## src/rtl/alu_seq_if.sv

```systemverilog
`default_nettype none
// ---------------------------------------------------------------------------
// alu_seq_if : valid/ready operand and result channels of the sequential ALU
// Rev 1.0
// ---------------------------------------------------------------------------
interface alu_seq_if #(
  parameter int WIDTH = 16
);
  logic             in_valid;
  logic             in_ready;
  logic [WIDTH-1:0] a;
  logic [WIDTH-1:0] b;
  logic [3:0]       opcode;
  logic             out_valid;
  logic             out_ready;
  logic [WIDTH-1:0] out;
  logic             zero;
  logic             carry;
  logic             div_zero;

  modport master (
    output in_valid, a, b, opcode, out_ready,
    input  in_ready, out_valid, out, zero, carry, div_zero
  );

  modport slave (
    input  in_valid, a, b, opcode, out_ready,
    output in_ready, out_valid, out, zero, carry, div_zero
  );
endinterface
`default_nettype wire

```

## src/rtl/alu_seq.sv

```systemverilog
`default_nettype none
// ---------------------------------------------------------------------------
// alu_seq : registered handshaked ALU with multi-cycle restoring divider
// Rev 1.0
// ---------------------------------------------------------------------------
module alu_seq #(
  parameter int WIDTH = 16,
  parameter int CNT_W = 5
) (
  input  wire logic clk,
  input  wire logic rst_n,
  alu_seq_if.slave  bus
);

  typedef enum logic [1:0] {
    IDLE = 2'd0,
    DIV  = 2'd1,
    DONE = 2'd2
  } state_t;

  state_t           state;
  logic [CNT_W-1:0] count;
  logic [WIDTH-1:0] rem;
  logic [WIDTH-1:0] quo;
  logic [WIDTH-1:0] divisor;

  logic [WIDTH-1:0] out_q;
  logic             out_valid_q;
  logic             zero_q;
  logic             carry_q;
  logic             div_zero_q;

  logic             accept;
  logic             retire;
  logic             is_div;
  logic             b_zero;
  logic [WIDTH:0]   sum;
  logic [WIDTH:0]   diff;
  logic [WIDTH:0]   rem_shift;
  logic [WIDTH:0]   trial;
  logic [WIDTH-1:0] alu_res;
  logic             alu_carry;

  assign bus.in_ready  = rst_n && (state == IDLE) && (!out_valid_q || bus.out_ready);
  assign bus.out_valid = out_valid_q;
  assign bus.out       = out_q;
  assign bus.zero      = zero_q;
  assign bus.carry     = carry_q;
  assign bus.div_zero  = div_zero_q;

  assign accept = bus.in_valid && bus.in_ready;
  assign retire = out_valid_q && bus.out_ready;
  assign is_div = (bus.opcode == 4'h3);
  assign b_zero = (bus.b == '0);

  // Remainder shifted left with the next dividend bit; trial[WIDTH] set means "restore"
  assign rem_shift = {rem, quo[WIDTH-1]};
  assign trial     = rem_shift - {1'b0, divisor};

  always_comb begin
    sum       = {1'b0, bus.a} + {1'b0, bus.b};
    diff      = {1'b0, bus.a} - {1'b0, bus.b};
    alu_res   = '0;
    alu_carry = 1'b0;
    case (bus.opcode)
      4'h0: alu_res = bus.b;
      4'h1: begin
        alu_res   = sum[WIDTH-1:0];
        alu_carry = sum[WIDTH];
      end
      4'h2: alu_res = bus.a * bus.b;
      4'h3: alu_res = '1;
      4'h4: alu_res = {{(WIDTH-1){1'b0}}, bus.a > bus.b};
      4'h5: alu_res = {{(WIDTH-1){1'b0}}, bus.a == bus.b};
      4'h6: alu_res = bus.a >> bus.b;
      4'h7: alu_res = bus.a << bus.b;
      4'h8: begin
        alu_res   = diff[WIDTH-1:0];
        alu_carry = diff[WIDTH];
      end
      4'h9: alu_res = $signed(bus.a) >>> bus.b;
      4'hA: alu_res = ~bus.a;
      4'hB: alu_res = {{(WIDTH-1){1'b0}}, bus.a < bus.b};
      4'hC: alu_res = bus.a & bus.b;
      4'hD: alu_res = bus.a | bus.b;
      4'hE: alu_res = bus.a ^ bus.b;
      default: alu_res = '0;
    endcase
  end

  always_ff @(posedge clk or negedge rst_n) begin
    if (!rst_n) begin
      state       <= IDLE;
      count       <= '0;
      rem         <= '0;
      quo         <= '0;
      divisor     <= '0;
      out_q       <= '0;
      out_valid_q <= 1'b0;
      zero_q      <= 1'b0;
      carry_q     <= 1'b0;
      div_zero_q  <= 1'b0;
    end else begin
      case (state)
        IDLE: begin
          if (accept) begin
            if (is_div && !b_zero) begin
              divisor     <= bus.b;
              quo         <= bus.a;
              rem         <= '0;
              count       <= CNT_W'(WIDTH);
              out_valid_q <= 1'b0;
              state       <= DIV;
            end else begin
              // Divide-by-zero falls through here: alu_res is all ones for opcode 3
              out_q       <= alu_res;
              zero_q      <= (alu_res == '0);
              carry_q     <= alu_carry;
              div_zero_q  <= is_div;
              out_valid_q <= 1'b1;
            end
          end else if (retire) begin
            out_valid_q <= 1'b0;
          end
        end
        DIV: begin
          rem   <= trial[WIDTH] ? rem_shift[WIDTH-1:0] : trial[WIDTH-1:0];
          quo   <= {quo[WIDTH-2:0], ~trial[WIDTH]};
          count <= count - CNT_W'(1);
          if (count == CNT_W'(1)) begin
            state <= DONE;
          end
        end
        DONE: begin
          out_q       <= quo;
          zero_q      <= (quo == '0);
          carry_q     <= 1'b0;
          div_zero_q  <= 1'b0;
          out_valid_q <= 1'b1;
          state       <= IDLE;
        end
        default: state <= IDLE;
      endcase
    end
  end

endmodule
`default_nettype wire

```

## src/flat_wrapper.sv

```systemverilog
// flat-port wrapper written by rule: the top's interface ports become plain ports
module alu_seq_flat 
#(
  parameter int WIDTH = 16,
  parameter int CNT_W = 5
)
  (clk, rst_n, bus_in_valid, bus_a, bus_b, bus_opcode, bus_out_ready, bus_in_ready, bus_out_valid, bus_out, bus_zero, bus_carry, bus_div_zero);
  alu_seq_if #(.WIDTH(WIDTH)) bus_i ();
  input  wire logic clk;
  input  wire logic rst_n;
  input wire logic [$bits(bus_i.in_valid)-1:0] bus_in_valid;
  input wire logic [$bits(bus_i.a)-1:0] bus_a;
  input wire logic [$bits(bus_i.b)-1:0] bus_b;
  input wire logic [$bits(bus_i.opcode)-1:0] bus_opcode;
  input wire logic [$bits(bus_i.out_ready)-1:0] bus_out_ready;
  output wire logic [$bits(bus_i.in_ready)-1:0] bus_in_ready;
  output wire logic [$bits(bus_i.out_valid)-1:0] bus_out_valid;
  output wire logic [$bits(bus_i.out)-1:0] bus_out;
  output wire logic [$bits(bus_i.zero)-1:0] bus_zero;
  output wire logic [$bits(bus_i.carry)-1:0] bus_carry;
  output wire logic [$bits(bus_i.div_zero)-1:0] bus_div_zero;
  assign bus_i.in_valid = bus_in_valid;
  assign bus_i.a = bus_a;
  assign bus_i.b = bus_b;
  assign bus_i.opcode = bus_opcode;
  assign bus_i.out_ready = bus_out_ready;
  assign bus_in_ready = bus_i.in_ready;
  assign bus_out_valid = bus_i.out_valid;
  assign bus_out = bus_i.out;
  assign bus_zero = bus_i.zero;
  assign bus_carry = bus_i.carry;
  assign bus_div_zero = bus_i.div_zero;
  alu_seq #(.WIDTH(WIDTH), .CNT_W(CNT_W)) u_core (.clk(clk), .rst_n(rst_n), .bus(bus_i));
endmodule
```

## config.mk

```make
export PLATFORM = sky130hd
export DESIGN_NAME = alu_seq_flat
export DESIGN_NICKNAME = d
export VERILOG_FILES = /design/src/rtl/alu_seq_if.sv /design/src/rtl/alu_seq.sv /design/src/flat_wrapper.sv
export SDC_FILE = /design/constraint.sdc
export NUM_CORES = 1
export LEC_CHECK = 0
export BUFFER_PORTS_ARGS = -buffer_cell sky130_fd_sc_hd__buf_2
export CAP_MARGIN = 0
export CORE_MARGIN = 1.5
export CORE_UTILIZATION = 40
export CTS_CLUSTER_SIZE = 28
export DETAILED_ROUTE_END_ITERATION = 7
export PLACE_DENSITY_LB_ADDON = 0.2
export SLEW_MARGIN = 15
export SYNTH_ARGS = -nofsm -noshare
export SYNTH_HDL_FRONTEND = slang
export SYNTH_SLANG_ARGS = --single-unit
```

## constraint.sdc

```tcl
create_clock -name clk -period 3.08 [get_ports clk]
set_input_delay 0.308 -clock clk [delete_from_list [all_inputs] [get_ports clk]]
set_output_delay 0.308 -clock clk [all_outputs]
set_load 0.01 [all_outputs]
```

Word level (Yosys, flattened, before mapping)
Cells that the tools add are included.
Storage, ports and cells
  register bits after elaboration: 75
  output and inout port bits: 21
  input port bits: 40
  logic and storage cells: 100
Operators by class
  $add $sub $neg: 4
  bitwise gates (word level): 5
  equality and inequality tests: 23
  multiplexer cells: 32
  shifts and indexed selects: 3
  reduce and logical (&&, ||, !) cells: 20
  multipliers: 1
  magnitude comparators: 2
Operators with widths (number)
  case mux 16 bit (15 select lines): 1
  two-way mux 16 bit: 7
  case mux 16 bit (2 select lines): 3
  logical NOT 16 bit: 3
  equality test 4 bit, second input constant: 7
  adder 16 x 16 -> 17 bit: 1
  subtractor 16 x 16 -> 17 bit: 1
  subtractor 17 x 16 -> 17 bit: 1
  AND 16 bit: 1
  equality test 16 bit: 1
  equality test 4 x 3 -> 1 bit, second input constant: 4
  > comparator 16 bit: 1
  less-than comparator 16 bit: 1
  multiplier 16 x 16 -> 16 bit: 1
  inverter 16 bit: 1
  OR 16 bit: 1
  left shift 16 x 16 -> 16 bit: 1
  right shift 16 x 16 -> 16 bit: 1
  >>> shifter 16 x 16 -> 16 bit: 1
  XOR 16 bit: 1
  AND reduction 3 bit: 4
  two-way mux 5 bit: 2
  case mux 1 bit (2 select lines): 5
  case mux 5 bit (2 select lines): 1
  20 further kinds: 39

Depth between registers and ports, before layout
Gate-level depths: netlist (run 1).
  depth after elaboration: 6
  gate-level depth with buffers: 26
  mapped depth without buffers: 23

Worst setup path after synthesis (run 1)
No wires, ideal clock.
  path type: input -> register
  start: in bus_b[2]
  end: reg u_core.zero_q, in the netlist u_core.bus.zero
  setup slack: -3.215 ns
  arrival time: 6.203 ns
  setup time: 0.092 ns
  required time: 2.988 ns
  stages: 24
  buffers on the path: 5
  cells stage by stage: buf_2 buf_2 buf_2 buf_1 buf_1 nand2_1 fa_1 fa_1 inv_1 fa_1 fa_1 fa_1 inv_1 fa_1 inv_1 ha_1 or2_2 a21oi_1 a21oi_1 xnor2_1 nor2_1 nor4b_1 nand4_1 o31ai_2
Between the ends
  longest elaborated chain between the ends: 6
  elaborated cells on any way between the ends: 22
  classes of those cells: 2 x add/sub; 1 x mul; 2 x order compare; 2 x eq/ne; 3 x shift; 4 x mux; 3 x bitwise; 5 x reduce/logical
Ends and longest elaborated chain
  from (decl): line flat_wrapper.sv:13  | input wire logic [$bits(bus_i.b)-1:0] bus_b;
  multiplier 16 x 16 -> 16 bit (tied with other cells): line alu_seq.sv:71  | 4'h2: alu_res = bus.a * bus.b;
  case mux 16 bit (15 select lines): line alu_seq.sv:65  | case (bus.opcode)
  logical NOT 16 bit: line alu_seq.sv:117  | zero_q <= (alu_res == '0);
  two-way mux 1 bit: line alu_seq.sv:107  | if (is_div && !b_zero) begin
  two-way mux 1 bit: line alu_seq.sv:106  | if (accept) begin
  case mux 1 bit (2 select lines): line alu_seq.sv:104  | case (state)
  to (signal assigned): line alu_seq.sv:117
  to (signal assigned): line alu_seq.sv:136  | zero_q <= (quo == '0);
  to (decl): line alu_seq.sv:29  | logic zero_q;
Parallel ways exist; a longest one is shown, timed or not. The select of a mux whose other input is x is not followed.
A chain may end at the register's enable or synchronous reset.

Final worst setup path (run 1)
  start: in bus_a[6]
  end: reg u_core.zero_q, in the netlist u_core.bus.zero
Between the ends
  longest elaborated chain between the ends: 6
  elaborated cells on any way between the ends: 18
  classes of those cells: 2 x add/sub; 1 x mul; 2 x order compare; 1 x eq/ne; 3 x shift; 4 x mux; 4 x bitwise; 1 x reduce/logical
Ends and longest elaborated chain
  from (decl): line flat_wrapper.sv:12  | input wire logic [$bits(bus_i.a)-1:0] bus_a;
  multiplier 16 x 16 -> 16 bit (tied with other cells): line alu_seq.sv:71
  case mux 16 bit (15 select lines) *: line alu_seq.sv:65
  logical NOT 16 bit *: line alu_seq.sv:117
  two-way mux 1 bit *: line alu_seq.sv:107
  two-way mux 1 bit *: line alu_seq.sv:106
  case mux 1 bit (2 select lines) *: line alu_seq.sv:104
Every way passes the cells marked *; elsewhere a longest branch is shown, timed or not. The select of a mux whose other input is x is not followed.

==> results of run 1 <==
## layout make-up
class                      count  area [um^2]
timing repair buffer         521         4214
sequential                    75         1877
tap                          442        553.0
multi-input combinational   1328        11260
inverter                     187        757.0
clock inverter                 3        68.82
antenna                        2        5.005
fill                        3054        13710
clock buffer                  13        260.3
## how the worst max path moves through the flow
stage | startpoint | endpoint | slack [ns] | depth (start not counted)
after detailed placement | bus_b[4] | u_core.bus.zero | -2.92 | 24
final | bus_a[6] | u_core.bus.zero | -2.23 | 23
after floorplan | bus_b[1] | u_core.bus.zero | -2.38 | 24
after global placement | bus_b[4] | u_core.bus.zero | -2.88 | 24
after CTS | bus_a[3] | u_core.bus.zero | -2.26 | 24
after global routing | bus_a[7] | u_core.bus.zero | -2.35 | 22
## what timing repair did
action / CTS / global route
hold buffers: 1 / 0
setup endpoints to repair: 32 / 33
gates resized for setup: 195 / 97
cloned: 0 / 2
pin swaps: 75 / 65
hold endpoints to repair: 12 / 0
buffers inserted: 32 / 12
## routing by layer
metal | share of wire (%) | routed length (um) | global-route usage (%) | up-vias
met5 | 0.021 | 13 | 0 | -
met4 | 4.7 | 2867 | 14.29 | 2
met3 | 8.7 | 5359 | 5.420 | 151
met2 | 45 | 27690 | 57.95 | 704
met1 | 42 | 25730 | 47.87 | 7264
li1 | - | - | - | 6794
## cells in the final DEF, fill, tap and decap left out, types with 11 or more instances in the layout
cell,netlist,final
buf_4,2,411
xor2_1,18,14
nand2_1,198,188
o21a_1,16,16
inv_2,1,29
clkbuf_16,0,11
nand2b_1,24,24
mux2i_1,44,44
a211oi_1,22,17
and3_1,12,12
ha_1,115,79
nand3_1,36,35
nor3_1,24,20
a22oi_1,29,29
a21oi_1,90,77
nor2_1,158,141
buf_2,25,46
o21ai_0,104,85
xnor2_1,41,36
nor2b_1,15,12
nor4_1,13,11
buf_6,9,40
buf_12,0,12
dfrtp_1,75,75
ha_4,0,33
a31oi_1,17,15
o21ai_1,2,14
mux4_2,15,15
fa_1,83,69
inv_1,180,141
o211ai_1,16,16
o22ai_1,27,24
fa_2,0,14
## kinds of logic after synthesis
kind of cell             count (synthesis)
buffers and inverters                  296
flip-flops                              75
XOR/XNOR                                60
adder cells (fa/ha/maj)                198
AO/OA/AOI/OAI                          447
multiplexers                            69
AND/OR/NAND/NOR                        554
## sequential cells by signal, summed over array words and instances, names as in the netlist
register / cells
u_core.rem: 16
u_core.bus.zero: 1
u_core.bus.out_valid: 1
u_core.bus.carry: 1
u_core.state: 2
u_core.bus.div_zero: 1
u_core.bus.out: 16
u_core.quo: 16
u_core.count: 5
u_core.divisor: 16
## worst max-delay path, cell delays in order
cell	delay, ns
buf_12	0.12
buf_8	0.12
ha_4	0.16
fa_1	0.51
inv_2	0.05
fa_1	0.54
inv_2	0.04
fa_1	0.54
fa_2	0.44
fa_1	0.49
inv_1	0.05
fa_1	0.48
inv_2	0.04
ha_4	0.26
o21a_1	0.15
o31ai_4	0.08
buf_4	0.14
a21oi_4	0.18
xnor2_2	0.16
nor2_4	0.07
nor4b_4	0.29
nand4_1	0.14
o31ai_2	0.19
## power groups by stage
| stage | Combinational, mW | Clock, mW | Sequential, mW |
|---|---|---|---|
| floorplan | 6.08 | 0 | 1.66 |
| global route | 12.4 | 1.24 | 1.74 |
| CTS | 11.0 | 1.19 | 1.69 |
| detailed placement | 9.54 | 0 | 1.69 |
| finish | 11.5 | 1.17 | 1.70 |
| global placement | 9.38 | 0 | 1.68 |
## metrics by stage
step	hold WS [ns]	instance area, um^2	util (%)	TNS [ns]	total power, mW
final	0.2738	18990	58.08	-22.49	14.41
after global routing	0.3066	18990	58.07	-24.25	15.42
after CTS	0.2647	18520	56.63	-23.00	13.85
after detailed placement	0.1837	17070	52.20	-36.66	11.23
after global placement	0.1814	17070	52.20	-35.59	11.07
after floorplan	0.01241	13760	-	-22.38	7.747
==> run_results.csv, run 1 <==
group,metric,value,unit
pwr,clockPowerShare,8.1,%
pwr,swShare,46.72,%
min_path,whs_path_depth,4,
yosys,yosysTopAreaCell,"dfrtp_1",
clocking,cts_buffer_depth,2,
worst_setup_path,path_class,"input port to flop",
yosys,synth_ff_type,"dfrtp_1",
timing,finalHoldViolCount,0,
placed_design,dp_cells,2512,
global_routing,grt_pass1_wl,91010,um
placed_design,pre_cts_slack,-2.924,ns
floorplan,start_util,40.76,%
cells_and_area,synthToLayoutAreaGrowth,42.50,%
timing,setup_violations,13,
timing,rsz0062_at_grt,"yes",
yosys,synth.top_cell.area_share,14.08,%
min_path,hp-start,"bus_out_ready",
pwr,power_leakage,8.756,nW
timing,max_slew_margin,24.34,%
min_path,hold_end,"u_core.bus.out_valid",
placed_design,port_buffers,60,
detailed_routing,vias,14920,
yosys,ys_seq_area_share,14.08,%
pwr,p_sw,6.733,mW
yosys,synth_compound_area_share,22.47,%
clocking,cts_made_buffers,9,
detailed_routing,route.detailed.drc,0,
clocking,cts_tree,"built",
clocking,cts.sinks,75,
pwr,power_frac_comb,80.1,%
clocking,root_buffer,"clkbuf_16",
yosys,synth_area,13330,um^2
pwr,p_per_area,758.6,nW/um^2
global_routing,grt_pass1_vias,15030,
cells_and_area,nNetsFinal,2360,
yosys,synthAdderAreaFrac,23.26,%
clocking,clk-insertion-delay-late,0.34,ns
yosys,syn_nets,1937,
worst_setup_path,worstSetupStartpointType,"input port",
global_routing,grt_usage,35.83,%
outcome,violations,"negative setup slack",
yosys,synth_commonest_cells,"198 x nand2_1, 180 x inv_1, 158 x nor2_1",
worst_setup_path,r2r-end,"u_core.rem[13]",
yosys,syn-instance-count,1699,
pwr,p_int,7.677,mW
clocking,clk_pin_slew,0.06,ns
yosys,async_reset_ff_share,100.0,%
outcome,outcome,"finished, violations left",
worst_setup_path,timing.rr.start,"u_core.quo[15]",
floorplan,ioPinCount,61,
yosys,synth_top_family_by_area,"adder cells",
yosys,synth-edff-count,0,
detailed_routing,vias_per_cell,5.801,
worst_setup_path,critPathRequiredTime,3.33,ns
yosys,muxShareOfSynthArea,6.702,%
cells_and_area,drive_gt1_share,36.67,%
global_routing,antenna_found_initial,3,
timing,clock.fmax,188.4,MHz
placed_design,place.gp.congestion,1.009,
floorplan,core_area,32700,um^2
detailed_routing,drt_iter0_drc,1673,
yosys,ys_warn_count,0,
detailed_routing,routed_wl,61660,um
floorplan,die_h,185.5,um
yosys,synthTopCellsByArea,"dfrtp_1 14%, fa_1 12%, ha_1 11%, nand2_1 5.6%, inv_1 5.1%",
timing,setup_ws,-2.228,ns
yosys,synth_xor_area_share,4.046,%
timing,fin_crit,5.308,ns
cells_and_area,final_cells,2571,
yosys,synth-seq-cells,75,
global_routing,grt_max_degree,64,
detailed_routing,wl_per_cell,23.98,um
timing,worst_clock_skew,0.006772,ns
pwr,power_frac_seq,11.8,%
timing,fin_crit_sh,172.3,%
clocking,htreeDepth,3,
detailed_routing,ant_nets,0,
worst_setup_path,worst-r2r-setup-slack,0.12,ns
yosys,synth_simple_gate_area_share,19.55,%
pwr,worst_ir_drop_vdd,0.0006866,V
worst_setup_path,arrival,5.56,ns
global_routing,grt_overflow,0,
worst_setup_path,cp_max_fo,5,
floorplan,fp.dieW,185.5,um
placed_design,hpwl,49180,um
floorplan,die_area,34430,um^2
yosys,ys_types,100,
min_path,min_path_type,"input port to flop",
worst_setup_path,endpoint_kind,"flop",
flow_run,cap_violations,0,
floorplan,rows,66,
detailed_routing,drtPass1Iterations,6,
yosys,yosysMostFrequentCell,"nand2_1",
worst_setup_path,ff2ff_path_depth,14,
timing,worst_slew_pin_slew,1.106,ns
yosys,postSynthAreaPerCell,7.845,um^2
timing,slew_viol_final,0,
(Power assumes the default switching activity.)
==> inputs of run 2 (changes only) <==
--- a/config.mk
+++ b/config.mk
@@ -7,7 +7,7 @@
 export LEC_CHECK = 0
 export BUFFER_PORTS_ARGS = -buffer_cell sky130_fd_sc_hd__buf_2
 export CAP_MARGIN = 0
-export CORE_MARGIN = 1.5
+export CORE_MARGIN = 10
 export CORE_UTILIZATION = 40
 export CTS_CLUSTER_SIZE = 28
 export DETAILED_ROUTE_END_ITERATION = 7
==> constraint.sdc (replaced) <==
create_clock -name clk -period 3.08 [get_ports clk]
set_input_delay 0.462 -clock clk [delete_from_list [all_inputs] [get_ports clk]]
set_output_delay 0.462 -clock clk [all_outputs]
set_load 0.01 [all_outputs]
==> run_results.csv, run 2 (synthesis results as in run 1) <==
group,metric,value,unit
clocking,clk-insertion-delay-late,0.34,ns
timing,slew_viol_final,0,
placed_design,placed_cell_area,17180,um^2
cells_and_area,final_common_cell,"buf_4",
worst_setup_path,cp.depth,23,
pwr,p_per_area,755.7,nW/um^2
timing,clock.fmax,182.6,MHz
detailed_routing,vias,15230,
floorplan,start_util,40.76,%
pwr,worst_ir_drop_vdd,0.001034,V
clocking,cts_tree,"built",
worst_setup_path,r2r-end,"u_core.rem[13]",
timing,rsz0062_at_grt,"yes",
timing,worst_slew_pin_slew,0.9757,ns
global_routing,grt_overflow,0,
clocking,root_buffer,"clkbuf_16",
clocking,cts_buffer_depth,2,
floorplan,rows,66,
timing,finalHoldViolCount,0,
placed_design,dp_cells,2524,
global_routing,antenna_found_initial,4,
cells_and_area,final_cells,2576,
worst_setup_path,path_class,"input port to flop",
floorplan,core_area,32700,um^2
placed_design,place.gp.congestion,1.043,
detailed_routing,drtPass1Iterations,8,
cells_and_area,final_cell_mix,"415 x buf_4, 189 x nand2_1, 143 x inv_1",
worst_setup_path,path_cells,"buf_8 -> clkinvlp_4 -> buf_12 -> nor2_4 -> fa_1 -> inv_2 -> fa_1 -> fa_1 -> fa_1 -> inv_1 -> fa_1 -> inv_1 -> fa_1 -> inv_2 -> ha_4 -> o21a_1 -> o31ai_4 -> nand2b_1 -> xnor2_2 -> o211ai_1 -> a211oi_2 -> nand4_1 -> o31ai_2",
floorplan,die_h,202.5,um
flow_run,cap_violations,0,
outcome,violations,"negative setup slack",
worst_setup_path,crit_slowest_cell,"fa_1",
worst_setup_path,path_common_cell,"fa_1",
detailed_routing,drt_iter0_drc,1668,
detailed_routing,vias_per_cell,5.913,
worst_setup_path,endpoint_kind,"flop",
timing,whs,0.3853,ns
min_path,min_path_type,"input port to async pin",
worst_setup_path,crit_end,"u_core.bus.zero",
worst_setup_path,cp_max_fo,6,
worst_setup_path,crit_path_max_incr_delay,0.54,ns
worst_setup_path,arrival,5.74,ns
timing,fin_crit_sh,177.8,%
cells_and_area,drive_gt1_share,37.78,%
timing,setup_violations,18,
cells_and_area,nNetsFinal,2365,
timing,max_slew_margin,34.95,%
global_routing,grt_pass1_wl,94810,um
floorplan,ioPinCount,61,
clocking,htreeDepth,3,
worst_setup_path,crit_family,"adder cells",
worst_setup_path,path_buf_inv,7,
worst_setup_path,timing.rr.start,"u_core.quo[15]",
placed_design,hpwl,50870,um
floorplan,fp.dieW,202.5,um
global_routing,grt_pass1_vias,15340,
worst_setup_path,worst-r2r-setup-slack,0.21,ns
detailed_routing,wl_per_cell,24.66,um
placed_design,port_buffers,60,
global_routing,grt_usage,29.99,%
detailed_routing,route.detailed.drc,0,
floorplan,die_area,41020,um^2
timing,setup_ws,-2.396,ns
pwr,power_leakage,8.789,nW
detailed_routing,ant_nets,0,
worst_setup_path,ff2ff_path_depth,14,
clocking,clk_pin_slew,0.06,ns
clocking,cts.sinks,75,
worst_setup_path,worstSetupStartpointType,"input port",
outcome,outcome,"finished, violations left",
global_routing,grt_max_degree,76,
cells_and_area,synthToLayoutAreaGrowth,43.66,%
timing,worst_clock_skew,0.007780,ns
cells_and_area,final_area,19150,um^2
worst_setup_path,setup.worst_path.start,"bus_b[4]",
detailed_routing,routed_wl,63520,um
worst_setup_path,critPathRequiredTime,3.34,ns
timing,fin_crit,5.476,ns
clocking,cts_made_buffers,9,
[run 2: cell count changes in the layout (fill, tap and decap cells not counted), moves of 4 or more]
cell / delta
buf_4: +4
nor2_2: +6
inv_6: -4
nor2_1: -8
buf_12: +6
[run 2: repair_timing]
| item | CTS | global route |
|---|---|---|
| hold buffers | 0 | 0 |
| buffers inserted | 27 | 10 |
| setup endpoints to repair | 22 | 35 |
| gates cloned | 0 | 0 |
| pin swaps | 83 | 52 |
| gates resized for setup | 247 | 59 |
[run 2: power by group]
part | internal (mW) | switching (mW) | total (mW) | leakage [nW]
logic | 5.53 | 6.08 | 11.6 | 7.66
clock network | 0.749 | 0.412 | 1.16 | 0.162
registers | 1.37 | 0.334 | 1.70 | 0.970
total | 7.64 | 6.83 | 14.5 | 8.79
[run 2: area by class of cell]
cell class                 count  area, um^2
sequential                    75        1877
fill                        3051       13550
multi-input combinational   1328       11340
clock buffer                  11       252.7
inverter                     187       774.5
antenna                        3       7.507
tap                          442       553.0
timing repair buffer         526        4268
clock inverter                 4       73.82
[run 2: worst register-to-register path: cells and delay by family (launching register included)]
family / cells / cell delay [ns]
simple gates: 4 / 0.44
buf+inv: 2 / 0.25
xor+xnor: 1 / 0.14
fa+ha+maj: 2 / 0.35
flops: 1 / 0.39
compound gates: 5 / 1.19
[run 2: metrics by stage]
stage / TNS (ns) / worst slack [ns] / power [mW] / util [%]
after floorplan: -24.38 / -2.529 / 7.750 / -
after global placement: -38.59 / -2.917 / 11.36 / 52.53
after detailed placement: -41.04 / -3.004 / 11.55 / 52.53
after CTS: -25.61 / -2.385 / 13.98 / 57.49
after global routing: -28.62 / -2.619 / 15.49 / 58.53
final: -26.39 / -2.396 / 14.47 / 58.56
[run 2: worst min path at each step]
stage / from / to / slack, ns / cells after the start
after detailed placement: u_core.divisor[10] / u_core.divisor[10] / 0.47 / 2
after global placement: u_core.divisor[6] / u_core.divisor[6] / 0.46 / 2
after floorplan: rst_n / u_core.bus.carry / 0.17 / 0
final: rst_n / u_core.bus.out[12] / 0.39 / 2
after CTS: rst_n / u_core.state[0] / 0.42 / 2
after global routing: rst_n / u_core.count[3] / 0.47 / 2
[run 2: metal layers]
layer | vias up | GRT usage [%] | share of wire, %
met4 | 8 | 12.92 | 4.8
li1 | 6826 | - | -
met2 | 782 | 47.09 | 45
met1 | 7449 | 39.75 | 42
met3 | 168 | 5.206 | 8.6
met5 | - | 0 | 0.085
